===== src/rtl/rv32i_pkg.sv =====
// Shared RV32I constants and the load-queue entry payload used by the writeback unit.
package rv32i_pkg;

  localparam int unsigned XLEN       = 32;
  localparam int unsigned REG_ADDR_W = 5;
  localparam int unsigned NUM_REGS   = 32;
  localparam int unsigned FUNCT3_W   = 3;
  localparam int unsigned ADDR_LO_W  = 2;

  localparam logic [FUNCT3_W-1:0] F3_LB  = 3'b000;
  localparam logic [FUNCT3_W-1:0] F3_LH  = 3'b001;
  localparam logic [FUNCT3_W-1:0] F3_LW  = 3'b010;
  localparam logic [FUNCT3_W-1:0] F3_LBU = 3'b100;
  localparam logic [FUNCT3_W-1:0] F3_LHU = 3'b101;

  typedef struct packed {
    logic [REG_ADDR_W-1:0] rd;
    logic [FUNCT3_W-1:0]   funct3;
    logic [ADDR_LO_W-1:0]  addr_lo;
  } ld_entry_t;

endpackage


===== src/rtl/wb_unit_if.sv =====
// Writeback unit bus: ALU result, load issue, memory response and register-file write side.
interface wb_unit_if;
  import rv32i_pkg::*;

  logic                  alu_valid;
  logic                  alu_ready;
  logic [REG_ADDR_W-1:0] alu_rd;
  logic [XLEN-1:0]       alu_val;
  logic                  ld_req_valid;
  logic                  ld_req_ready;
  logic [REG_ADDR_W-1:0] ld_rd;
  logic [FUNCT3_W-1:0]   ld_funct3;
  logic [ADDR_LO_W-1:0]  ld_addr_lo;
  logic                  mem_rsp_valid;
  logic [XLEN-1:0]       mem_rsp_data;
  logic [REG_ADDR_W-1:0] rd_addr;
  logic [XLEN-1:0]       w_val;
  logic [NUM_REGS-1:0]   pending;
  logic                  rsp_err;

  modport master (
    output alu_valid, alu_rd, alu_val,
    output ld_req_valid, ld_rd, ld_funct3, ld_addr_lo,
    output mem_rsp_valid, mem_rsp_data,
    input  alu_ready, ld_req_ready, rd_addr, w_val, pending, rsp_err
  );

  modport slave (
    input  alu_valid, alu_rd, alu_val,
    input  ld_req_valid, ld_rd, ld_funct3, ld_addr_lo,
    input  mem_rsp_valid, mem_rsp_data,
    output alu_ready, ld_req_ready, rd_addr, w_val, pending, rsp_err
  );
endinterface


===== src/rtl/wb_load_fmt.sv =====
// Load data formatter: extracts byte/halfword from an aligned word and sign/zero extends.
module wb_load_fmt
  import rv32i_pkg::*;
(
  input  logic [FUNCT3_W-1:0]  funct3,
  input  logic [ADDR_LO_W-1:0] addr_lo,
  input  logic [XLEN-1:0]      word,
  output logic [XLEN-1:0]      result_c
);

  logic [7:0]  byte_sel;
  logic [15:0] half_sel;

  // Halfword select ignores addr_lo[0]; misaligned halfwords never reach here.
  always_comb begin
    byte_sel = word[7:0];
    half_sel = addr_lo[1] ? word[31:16] : word[15:0];
    result_c = word;
    case (addr_lo)
      2'd1:    byte_sel = word[15:8];
      2'd2:    byte_sel = word[23:16];
      2'd3:    byte_sel = word[31:24];
      default: byte_sel = word[7:0];
    endcase
    case (funct3)
      F3_LB:   result_c = {{(XLEN-8){byte_sel[7]}}, byte_sel};
      F3_LH:   result_c = {{(XLEN-16){half_sel[15]}}, half_sel};
      F3_LBU:  result_c = {{(XLEN-8){1'b0}}, byte_sel};
      F3_LHU:  result_c = {{(XLEN-16){1'b0}}, half_sel};
      default: result_c = word;
    endcase
  end

endmodule


===== src/rtl/wb_unit.sv =====
// Writeback unit: arbitrates load responses over ALU results onto the register-file write
// port and tracks in-flight loads in an in-order queue with a per-register pending mask.
module wb_unit
  import rv32i_pkg::*;
#(
  parameter int unsigned LQ_DEPTH = 2
) (
  input  logic      clock,
  input  logic      reset,
  wb_unit_if.slave  bus
);

  localparam int unsigned PTR_W = (LQ_DEPTH > 1) ? $clog2(LQ_DEPTH) : 1;
  localparam int unsigned CNT_W = $clog2(LQ_DEPTH) + 1;

  ld_entry_t             lq [LQ_DEPTH];
  ld_entry_t             head_ent;
  ld_entry_t             new_ent;
  logic [PTR_W-1:0]      head;
  logic [PTR_W-1:0]      tail;
  logic [CNT_W-1:0]      count;
  logic [NUM_REGS-1:0]   pending_q;
  logic [NUM_REGS-1:0]   pending_d;
  logic [REG_ADDR_W-1:0] rd_addr_q;
  logic [REG_ADDR_W-1:0] rd_addr_d;
  logic [XLEN-1:0]       w_val_q;
  logic [XLEN-1:0]       w_val_d;
  logic [XLEN-1:0]       fmt_val;
  logic                  rsp_err_q;
  logic                  full;
  logic                  empty;
  logic                  push;
  logic                  pop;
  logic                  alu_take;

  function automatic logic [PTR_W-1:0] ptr_inc(input logic [PTR_W-1:0] p);
    return (p == PTR_W'(LQ_DEPTH - 1)) ? '0 : p + PTR_W'(1);
  endfunction

  assign full     = (count == CNT_W'(LQ_DEPTH));
  assign empty    = (count == '0);
  assign head_ent = lq[head];
  assign new_ent  = '{rd: bus.ld_rd, funct3: bus.ld_funct3, addr_lo: bus.ld_addr_lo};

  // Readiness uses pre-pop count and pre-clear pending, so a same-cycle retire never frees a slot.
  assign bus.ld_req_ready = !full && !pending_q[bus.ld_rd];
  assign bus.alu_ready    = !bus.mem_rsp_valid;

  assign push     = bus.ld_req_valid && bus.ld_req_ready;
  assign pop      = bus.mem_rsp_valid && !empty;
  assign alu_take = bus.alu_valid && bus.alu_ready;

  wb_load_fmt u_fmt (
    .funct3   (head_ent.funct3),
    .addr_lo  (head_ent.addr_lo),
    .word     (bus.mem_rsp_data),
    .result_c (fmt_val)
  );

  // Next write-port value and pending mask.
  always_comb begin
    rd_addr_d = '0;
    w_val_d   = '0;
    pending_d = pending_q;
    if (pop) begin
      rd_addr_d              = head_ent.rd;
      w_val_d                = fmt_val;
      pending_d[head_ent.rd] = 1'b0;
    end else if (alu_take) begin
      rd_addr_d = bus.alu_rd;
      w_val_d   = bus.alu_val;
    end
    if (push) begin
      pending_d[bus.ld_rd] = 1'b1;
    end
    pending_d[0] = 1'b0;
  end

  always_ff @(posedge clock) begin
    if (reset) begin
      head      <= '0;
      tail      <= '0;
      count     <= '0;
      pending_q <= '0;
      rd_addr_q <= '0;
      w_val_q   <= '0;
      rsp_err_q <= 1'b0;
    end else begin
      if (push) tail <= ptr_inc(tail);
      if (pop)  head <= ptr_inc(head);
      count     <= count + CNT_W'(push) - CNT_W'(pop);
      pending_q <= pending_d;
      rd_addr_q <= rd_addr_d;
      w_val_q   <= w_val_d;
      if (bus.mem_rsp_valid && empty) rsp_err_q <= 1'b1;
    end
  end

  // Queue storage needs no reset; entries are only read behind a valid count.
  always_ff @(posedge clock) begin
    if (push) lq[tail] <= new_ent;
  end

  assign bus.rd_addr = rd_addr_q;
  assign bus.w_val   = w_val_q;
  assign bus.pending = pending_q;
  assign bus.rsp_err = rsp_err_q;

endmodule


===== src/flat_wrapper.sv =====
// flat-port wrapper written by rule: the top's interface ports become plain ports
module wb_unit_flat import rv32i_pkg::*;
#(
  parameter int unsigned LQ_DEPTH = 2
)
  (clock, reset, bus_alu_valid, bus_alu_rd, bus_alu_val, bus_ld_req_valid, bus_ld_rd, bus_ld_funct3, bus_ld_addr_lo, bus_mem_rsp_valid, bus_mem_rsp_data, bus_alu_ready, bus_ld_req_ready, bus_rd_addr, bus_w_val, bus_pending, bus_rsp_err);
  wb_unit_if bus_i ();
  input  logic clock;
  input  logic reset;
  input wire logic [$bits(bus_i.alu_valid)-1:0] bus_alu_valid;
  input wire logic [$bits(bus_i.alu_rd)-1:0] bus_alu_rd;
  input wire logic [$bits(bus_i.alu_val)-1:0] bus_alu_val;
  input wire logic [$bits(bus_i.ld_req_valid)-1:0] bus_ld_req_valid;
  input wire logic [$bits(bus_i.ld_rd)-1:0] bus_ld_rd;
  input wire logic [$bits(bus_i.ld_funct3)-1:0] bus_ld_funct3;
  input wire logic [$bits(bus_i.ld_addr_lo)-1:0] bus_ld_addr_lo;
  input wire logic [$bits(bus_i.mem_rsp_valid)-1:0] bus_mem_rsp_valid;
  input wire logic [$bits(bus_i.mem_rsp_data)-1:0] bus_mem_rsp_data;
  output wire logic [$bits(bus_i.alu_ready)-1:0] bus_alu_ready;
  output wire logic [$bits(bus_i.ld_req_ready)-1:0] bus_ld_req_ready;
  output wire logic [$bits(bus_i.rd_addr)-1:0] bus_rd_addr;
  output wire logic [$bits(bus_i.w_val)-1:0] bus_w_val;
  output wire logic [$bits(bus_i.pending)-1:0] bus_pending;
  output wire logic [$bits(bus_i.rsp_err)-1:0] bus_rsp_err;
  assign bus_i.alu_valid = bus_alu_valid;
  assign bus_i.alu_rd = bus_alu_rd;
  assign bus_i.alu_val = bus_alu_val;
  assign bus_i.ld_req_valid = bus_ld_req_valid;
  assign bus_i.ld_rd = bus_ld_rd;
  assign bus_i.ld_funct3 = bus_ld_funct3;
  assign bus_i.ld_addr_lo = bus_ld_addr_lo;
  assign bus_i.mem_rsp_valid = bus_mem_rsp_valid;
  assign bus_i.mem_rsp_data = bus_mem_rsp_data;
  assign bus_alu_ready = bus_i.alu_ready;
  assign bus_ld_req_ready = bus_i.ld_req_ready;
  assign bus_rd_addr = bus_i.rd_addr;
  assign bus_w_val = bus_i.w_val;
  assign bus_pending = bus_i.pending;
  assign bus_rsp_err = bus_i.rsp_err;
  wb_unit #(.LQ_DEPTH(LQ_DEPTH)) u_core (.clock(clock), .reset(reset), .bus(bus_i));
endmodule

===== config.mk =====
export PLATFORM = sky130hd
export DESIGN_NAME = wb_unit_flat
export DESIGN_NICKNAME = d
export VERILOG_FILES = /design/src/rtl/rv32i_pkg.sv /design/src/rtl/wb_unit_if.sv /design/src/rtl/wb_load_fmt.sv /design/src/rtl/wb_unit.sv /design/src/flat_wrapper.sv
export SDC_FILE = /design/constraint.sdc
export NUM_CORES = 1
export LEC_CHECK = 0
export BUFFER_PORTS_ARGS = -buffer_cell sky130_fd_sc_hd__buf_4
export CORE_MARGIN = 4
export CORE_UTILIZATION = 25
export DETAILED_ROUTE_END_ITERATION = 8
export PLACE_DENSITY = 0.53
export SLEW_MARGIN = 20
export SYNTH_ARGS = -nofsm -noshare
export SYNTH_HDL_FRONTEND = slang
export SYNTH_HIERARCHICAL = 1
export SYNTH_SLANG_ARGS = --single-unit

===== constraint.sdc =====
create_clock -name clock -period 4 [get_ports clock]
set_input_delay 0.8 -clock clock [delete_from_list [all_inputs] [get_ports clock]]
set_output_delay 0.8 -clock clock [all_outputs]
set_load 0.05 [all_outputs]

# Word level (Yosys, flattened, before mapping)
# Memories as Yosys holds them, arrays and structs flattened. A register that Yosys moved wholly into a read port is not among the register bits.
# Index checks and enable logic that the tools add are counted.
[word_totals]
in_bits = 84
output_inout_bits = 72
ram_bits = 20
mem_count = 1
regBits = 74
elab_cells = 61
[mem_list]
columns = ["name", "depth", "width", "read_ports", "rd_ports_with_merged_regs", "write_ports", "line", "source"]
rows = [
  ["u_core.lq", 2, 10, 1, 1, 1, "wb_unit.sv:16", "ld_entry_t lq [LQ_DEPTH];"],
]
[classes]
n_eq_ne = 7
mux = 21
n_lt_le_gt_ge = 4
n_bitwise = 3
add_sub_neg = 4
reduce_logical = 13
[ops]
columns = ["cell", "count"]
rows = [
  ["$mux W32", 4],
  ["$pmux W32 S4", 1],
  ["$and A32 B32 Y32", 1],
  ["$not A32 Y32", 1],
  ["$or A32 B32 Y32", 1],
  ["$pmux W8 S3", 1],
  ["$mux W16", 1],
  ["$lt A5 B6 Y1 const B", 2],
  ["$demux W1 S5", 2],
  ["$ge A5 B1 Y1 const B", 2],
  ["$mux W5", 2],
  ["$mux W1", 9],
  ["$logic_and A1 B1 Y1", 7],
  ["$eq A2 B2 Y1 const B", 3],
  ["$eq A3 B3 Y1 const B", 2],
  ["$bmux W1 S5", 1],
  ["$logic_not A1 Y1", 4],
  ["$eq A3 B1 Y1 const B", 1],
  ["$logic_not A3 Y1", 1],
  ["$add A1 B1 Y1 const B", 2],
  ["$add A2 B1 Y2", 1],
  ["$eq A2 B1 Y1 const B", 1],
  ["$logic_not A2 Y1", 1],
  ["$sub A2 B1 Y2", 1],
]

# Longest topological paths before layout
# Gate-level depths: netlist of the first run.
[depth]
ltp_word = 9
ltp_mapped = 13
depth_no_buf = 11

# Cells and area by module
# The synthesis of the first run kept the hierarchy.
[modules_own_cells]
columns = ["mod", "seq_area_each_um2", "cells_each", "instances", "area_each_um2"]
rows = [
  ["wb_unit", 2082.0, 410, 1, 4085.2],
  ["wb_load_fmt", 0.0, 110, 1, 649.4],
]

# Worst setup path after synthesis of the first run
# Ideal clock, no wire load.
[synth_path]
path_type = "in2out"
from = "input port bus_ld_rd[0]"
to = "output port bus_ld_req_ready"
cell_stages = 6
n_path_buf = 1
slack_ps = 632
required_time_ps = 3200
arrival_time_ps = 2568
cell_sequence = "mux4_2 > a22oi_2 > o31a_1 > nand3_4 > buf_6 > nor2_1"
[synth_via]
elab_chain_cells = 4
[synth_rtl]
columns = ["item", "line", "source"]
rows = [
  ["start, declared", "flat_wrapper.sv:14", "input wire logic [$bits(bus_i.ld_rd)-1:0] bus_ld_rd;"],
  ["$bmux W1 S5", "wb_unit.sv:46", "assign bus.ld_req_ready = !full && !pending_q[bus.ld_rd];"],
  ["$mux W1 (implied by the code)", "wb_unit.sv:46", ""],
  ["$logic_not A1 Y1", "wb_unit.sv:46", ""],
  ["$logic_and A1 B1 Y1", "wb_unit.sv:46", ""],
  ["end, declared", "flat_wrapper.sv:20", "output wire logic [$bits(bus_i.ld_req_ready)-1:0] bus_ld_req_ready;"],
]
# Every way passes these cells. The select of a mux whose other input is x is not followed.

# Worst setup path after layout of the first run
# Same ends and word-level chain as after synthesis.

==> results of run 1 <==
==> layer usage <==
metal	routed length [um]	track usage, %	up-vias	part of all wire [%]
met5	0	0	-	0
met4	418	5.27	0	2.5
met3	1530	5.01	25	9.0
met2	7770	24.5	251	46
met1	7280	20.0	2190	43
li1	-	-	2128	-
==> registers in the layout, indices dropped and copies added, names as in the netlist, named ones only <==
| register | flops |
|---|---|
| u_core/head | 1 |
| u_core/bus.rd_addr | 5 |
| u_core/bus.pending | 31 |
| u_core/bus.w_val | 32 |
| u_core/count | 2 |
| u_core/tail | 1 |
| u_core/lq | 20 |
| u_core/bus.rsp_err | 1 |
==> where the power goes <==
group / switching, uW / internal [uW]
combinational: 747 / 411
sequential: 58.7 / 1070
clock: 373 / 541
total: 1180 / 2020
==> synth_stat cells (all sizes together) (5+ instances only) <==
library cell	count
a21oi	5
a22o	8
a22oi	51
buf	17
clkbuf	24
dfxtp	74
edfxtp	20
inv	8
mux2	18
mux2i	15
nand2	70
nand2b	10
nand3	13
nand3b	18
nor2	53
nor2b	24
nor3	8
o21ai	30
o31ai	23
==> layout make-up <==
| cell class | instances | area share (%) |
|---|---|---|
| Multi-Input combinational cell | 377 | 38.1 |
| Sequential cell | 94 | 32.9 |
| Timing Repair Buffer | 159 | 18.8 |
| Tap cell | 234 | 4.62 |
| Clock buffer | 12 | 4.23 |
| Clock inverter | 4 | 0.850 |
| Inverter | 8 | 0.474 |
==> per-stage QoR <==
stage               std cells  power [uW]
finish                    888        3200
global route              888        3380
CTS                       888        3230
detailed placement        872        2300
global placement          872        2300
floorplan                 520        1970
==> tightest hold or removal path: stages, from the launching register on <==
cell and delay, ps:
dfxtp_1 340, a21oi_1 50, nor2_1 70
==> how the worst min path moves through the flow <==
stage | start | endpoint | slack (ps)
after floorplan | u_core/head$_SDFFE_PP0P_ | flop | 480
after global placement | u_core/bus.rsp_err$_SDFFE_PP0P_ | u_core/bus.rsp_err$_SDFFE_PP0P_ | 470
after detailed placement | u_core/bus.rsp_err$_SDFFE_PP0P_ | u_core/bus.rsp_err$_SDFFE_PP0P_ | 470
after CTS | u_core/bus.rsp_err$_SDFFE_PP0P_ | u_core/bus.rsp_err$_SDFFE_PP0P_ | 490
after global routing | u_core/bus.rsp_err$_SDFFE_PP0P_ | u_core/bus.rsp_err$_SDFFE_PP0P_ | 520
final | u_core/bus.rsp_err$_SDFFE_PP0P_ | u_core/bus.rsp_err$_SDFFE_PP0P_ | 480
==> kinds of logic (layout without fill, tap and decap cells) <==
family / Yosys count / in the layout / synth area share [%]
other cells: 1 / 1 / 0.0792
buf+inv: 49 / 183 / 5.13
compound gates: 129 / 129 / 19.3
simple gates: 206 / 206 / 21.5
flops: 94 / 94 / 44.0
xor+xnor: 3 / 3 / 0.555
mux: 36 / 36 / 8.96
fa+ha+maj: 2 / 2 / 0.528
==> flow_summary.toml, run 1 <==
[status]
status = "finished, final reports clean"

[critical_path]
slowest_stage = "mux4_2"
cp.arrival_ps = 2530
critPathLaunch = "bus_ld_rd[0]"
slowest_delay_ps = 570
cp_common_cell = "buf_4"
end_kind = "primary output"
worstSetupStartpointType = "primary input"
r2r_cells = 7
required_ps = 3200
crit_chain = "buf_4, mux4_2, a22oi_2, o31a_1, nand3_4, nor2_1, buf_4"
reg2reg_slack_ps = 1060
critPathTopFamily = "multiplexers"
critical_path_depth = 7
crit_end = "bus_ld_req_ready"
worstSetupPathType = "in2out"
crit_fanout = 23
reg2reg_to = "u_core/bus.w_val[29]$_SDFF_PP0_"
crit_buf_inv = 2

[yosys]
async_reset_ff_share_pct = 0
synth.distinct_cells = 48
synth-seq-cells = 94
yosysTopAreaCellShare_pct = 31.3
yosysTopAreaCell = "dfxtp_1"
ys_seq_area_share_pct = 44.0
synth_nets = 606
ys_top_cells_by_area = "dfxtp_1 31%, edfxtp_1 13%, a22oi_1 7.9%"
synth_area_per_cell_um2 = 9.10
synth_edf_count = 20
syn_area_um2 = 4730
yosysWarnings = 6
ys.flop_type = "dfxtp_1"
netlist_instances = 520

[finish]
syn_to_final_growth_pct = 33.7
antennaDiodeCount = 0
final_util_pct = 34.0
final_cell_mix = "159 x buf_4, 74 x dfxtp_1, 70 x nand2_1, 53 x nor2_1, 50 x a22oi_1"
regArea_um2 = 2080
fin_nets = 735
final_cell_area_um2 = 6330
drive_gt1_share_pct = 30.7
final_common_cell = "buf_4"
nFillCells = 1942
multiInputGateArea_um2 = 2410

[timing]
setup_ws_ps = 673
fin_crit_sh_pct = 83.2
timing_hold_violations_final = 0
rsz0062_at_grt = "no"
tns_ps = 0
final-setup-viol-count = 0
worst_slew_pin_slew_ps = 775
min_period_ps = 3330
slew_headroom_pct = 48.4
final_max_slew_viol_count = 0
hold_ws_ps = 484
fmax_ghz = 0.301
fin_skew_ps = 7.23

[die]
die_w_um = 146
num_io_pins = 156
core_region_area_um2 = 18600
dieArea_um2 = 21200
die_height_um = 146
rows = 50
initial_core_util_pct = 25.4

[clock_tree]
tritoncts.num_buffers = 9
cts_tree = "yes"
htreeDepth = 3
cts_hold_buf = 0
cts_buffer_depth = 2
cts_resized = 0
root_buffer = "clkbuf_16"
clk_pin_slew_ps = 60
insertion_delay_ps = 340
cts_setup_buffers = 0
cts_sinks = 94

[global_route]
grt-ovfl-total = 0
grt_max_degree = 78
track_usage_pct = 15.5
grt_pass1_vias = 4571
antenna_found_initial = 0
grt_first_pass_wirelength_um = 26100

[flow_run]
drv_cap = 0

[routing]
wl_per_cell_um = 19.1
drtPass1Iterations = 5
drt_iter0_markers = 313
via_count = 4594
drc = 0
vias_per_cell = 5.17
ant_nets = 0
routed_wirelength_um = 17000

[pwr]
leakage_uw = 0.00265
ir_drop_mv = 0.209
p_per_area_nw_per_um2 = 505

[placed_design]
io_buffers = 154
placedInstanceArea_um2 = 6010
dp_hpwl_um = 12400
place_congestion = 0.834
dp_worst_setup_slack_ps = 628

[hold_path]
whs_path_depth = 2
hp-class = "reg2reg"
No activity file was read; power rests on OpenSTA's default activity.
==> inputs of run 2 (changes only) <==
- ABC_AREA: unset -> 1
- PLACE_DENSITY: 0.53 -> 0.55
- clock period: 4 -> 2.8 ns (I/O delays scaled with it)
==> flow_summary.toml, run 2 <==
[clock_tree]
clk_pin_slew_ps = 60
htreeDepth = 3
cts_setup_buffers = 0
tritoncts.num_buffers = 9
cts_resized = 0
cts_buffer_depth = 2
root_buffer = "clkbuf_16"
cts_tree = "yes"
cts_hold_buf = 0
cts_sinks = 94
insertion_delay_ps = 360

[yosys]
synthXorXnorAreaFrac_pct = 0.183
netlist_instances = 680
ys_top_cells_by_area = "dfxtp_1 31%, nand2_1 20%, edfxtp_1 13%"
synth_commonest_cells = "257 x nand2_1, 85 x a21oi_1, 74 x dfxtp_1, 53 x nor2_1, 45 x inv_1"
synth_top_family_by_area = "simple AND/OR/NAND/NOR gates"
synth_area_per_cell_um2 = 7.04
yosys.area_share.simple_pct = 30.8
yosysTopAreaCellShare_pct = 31.0
syn_area_um2 = 4780
yosysWarnings = 6
synth_edf_count = 20
synth-seq-cells = 94
synth_nets = 766
synthAdderAreaFrac_pct = 0.523
synth_compound_area_share_pct = 14.9
async_reset_ff_share_pct = 0
yosysTopAreaCell = "dfxtp_1"
ys.flop_type = "dfxtp_1"
synthMuxAreaShare_pct = 1.39
synth.distinct_cells = 36
synth.most_common_cell = "nand2_1"
ys_seq_area_share_pct = 43.5

[die]
num_io_pins = 156
rows = 50
initial_core_util_pct = 25.5
dieArea_um2 = 21400
die_height_um = 146
die_w_um = 146
core_region_area_um2 = 18800

[routing]
ant_nets = 0
m1WireLength_um = 7360
top_layer = "met4"
vias_per_cell = 4.65
drc = 0
met2WireLength_um = 7410
via_count = 4931
drt_iter0_markers = 283
routed_wirelength_um = 16400
wl_per_cell_um = 15.4
drtPass1Iterations = 5
routed-wl-met3_um = 1290

[hold_path]
hp-class = "in2reg"

[global_route]
grt_max_degree = 44
grt_first_pass_wirelength_um = 25900
antenna_found_initial = 0
grt-ovfl-total = 0
grt_pass1_vias = 4860
track_usage_pct = 15.2

[timing]
final-setup-viol-count = 0
min_period_ps = 2400
slew_headroom_pct = 56.8
final_max_slew_viol_count = 0
tns_ps = 0
timing_hold_violations_final = 0
worst_slew_pin_slew_ps = 646
fin_skew_ps = 18.0
rsz0062_at_grt = "no"
hold_ws_ps = 402
fin_crit_sh_pct = 85.6
fmax_ghz = 0.417

[finish]
final_cell_area_um2 = 6410
final_util_pct = 34.2
largest_reg_flops = 32
syn_to_final_growth_pct = 34.0
final_common_cell = "nand2_1"
drive_gt1_share_pct = 25.2
final_cell_mix = "257 x nand2_1, 164 x buf_4, 84 x a21oi_1, 74 x dfxtp_1, 53 x nor2_1"
fin_nets = 908
antennaDiodeCount = 0

[critical_path]
cp_common_cell = "nand2_1"
slowest_stage = "buf_4"
worstSetupPathType = "in2out"
slowest_delay_ps = 210
cp.arrival_ps = 1840
required_ps = 2240
worstSetupStartpointType = "primary input"
crit_buf_inv = 4
crit_fanout = 18
critPathTopFamily = "buffers and inverters"
end_kind = "primary output"
crit_chain = "buf_4, inv_2, nand2_1, nand2_1, nand2_1, nand2_1, nand2_1, nand2_1, nor2_2, nand3_2, inv_1, buf_4"

[placed_design]
place_congestion = 0.898
dp_hpwl_um = 12300
io_buffers = 154
placedInstanceArea_um2 = 6120

[pwr]
ir_drop_mv = 0.315
p_per_area_nw_per_um2 = 711
leakage_uw = 0.00293
finalPower_uw = 4560

[flow_run]
drv_cap = 0

[status]
status = "finished, final reports clean"
## run 2: worst register-to-register path, cell delays in order (launching register included)
cell	delay, ps
dfxtp_1	360
mux2_2	500
inv_4	220
nand2_1	100
nand3_1	130
nand4_4	330
nand3_1	230
nand2_1	90
a21oi_1	160
## run 2: path summary, 6_finish.rpt
| kind | start | to | slack [ps] | cells past startpoint |
|---|---|---|---|---|
| worst max-delay path | bus_ld_rd[0] | bus_ld_req_ready | 400 | 12 |
| worst min-delay path | bus_ld_addr_lo[1] | u_core/lq[1][1]$_DFFE_PP_ | 400 | 1 |
| worst max register to register | flop | u_core/bus.w_val[30]$_SDFF_PP0_ | 600 | 8 |
| worst min register to register | u_core/head$_SDFFE_PP0P_ | u_core/head$_SDFFE_PP0P_ | 450 | 1 |
## run 2: routing by layer
metal | global-route usage, % | vias up
met5 | 0 | -
met4 | 5.50 | 0
met3 | 4.10 | 22
met2 | 24.2 | 178
met1 | 19.8 | 2257
li1 | - | 2474
## run 2: area by class of cell
cell class | instances | area [um^2]
Fill cell | 2052 | 12400
Sequential cell | 94 | 2080
Clock inverter | 7 | 61.3
Inverter | 51 | 199
Tap cell | 234 | 293
Clock buffer | 9 | 225
Multi-Input combinational cell | 501 | 2300
Timing Repair Buffer | 165 | 1250
## run 2: power breakdown
group / internal, uW / switching (uW)
sequential: 1540 / 51.0
clock: 623 / 598
combinational: 546 / 1210
## run 2: metrics by stage
step / std cells / setup slack (ps)
2_1_floorplan: 680 / 413
3_3_place_gp: 1045 / 285
3_5_place_dp: 1045 / 232
4_1_cts: 1061 / 406
5_1_grt: 1061 / 226
6_report: 1061 / 402
## run 2: logic make-up after synthesis
logic type | count (synthesis)
fa+ha+maj | 2
other cells | 1
xor+xnor | 1
buf+inv | 85
mux | 6
flops | 94
simple gates | 356
compound gates | 135
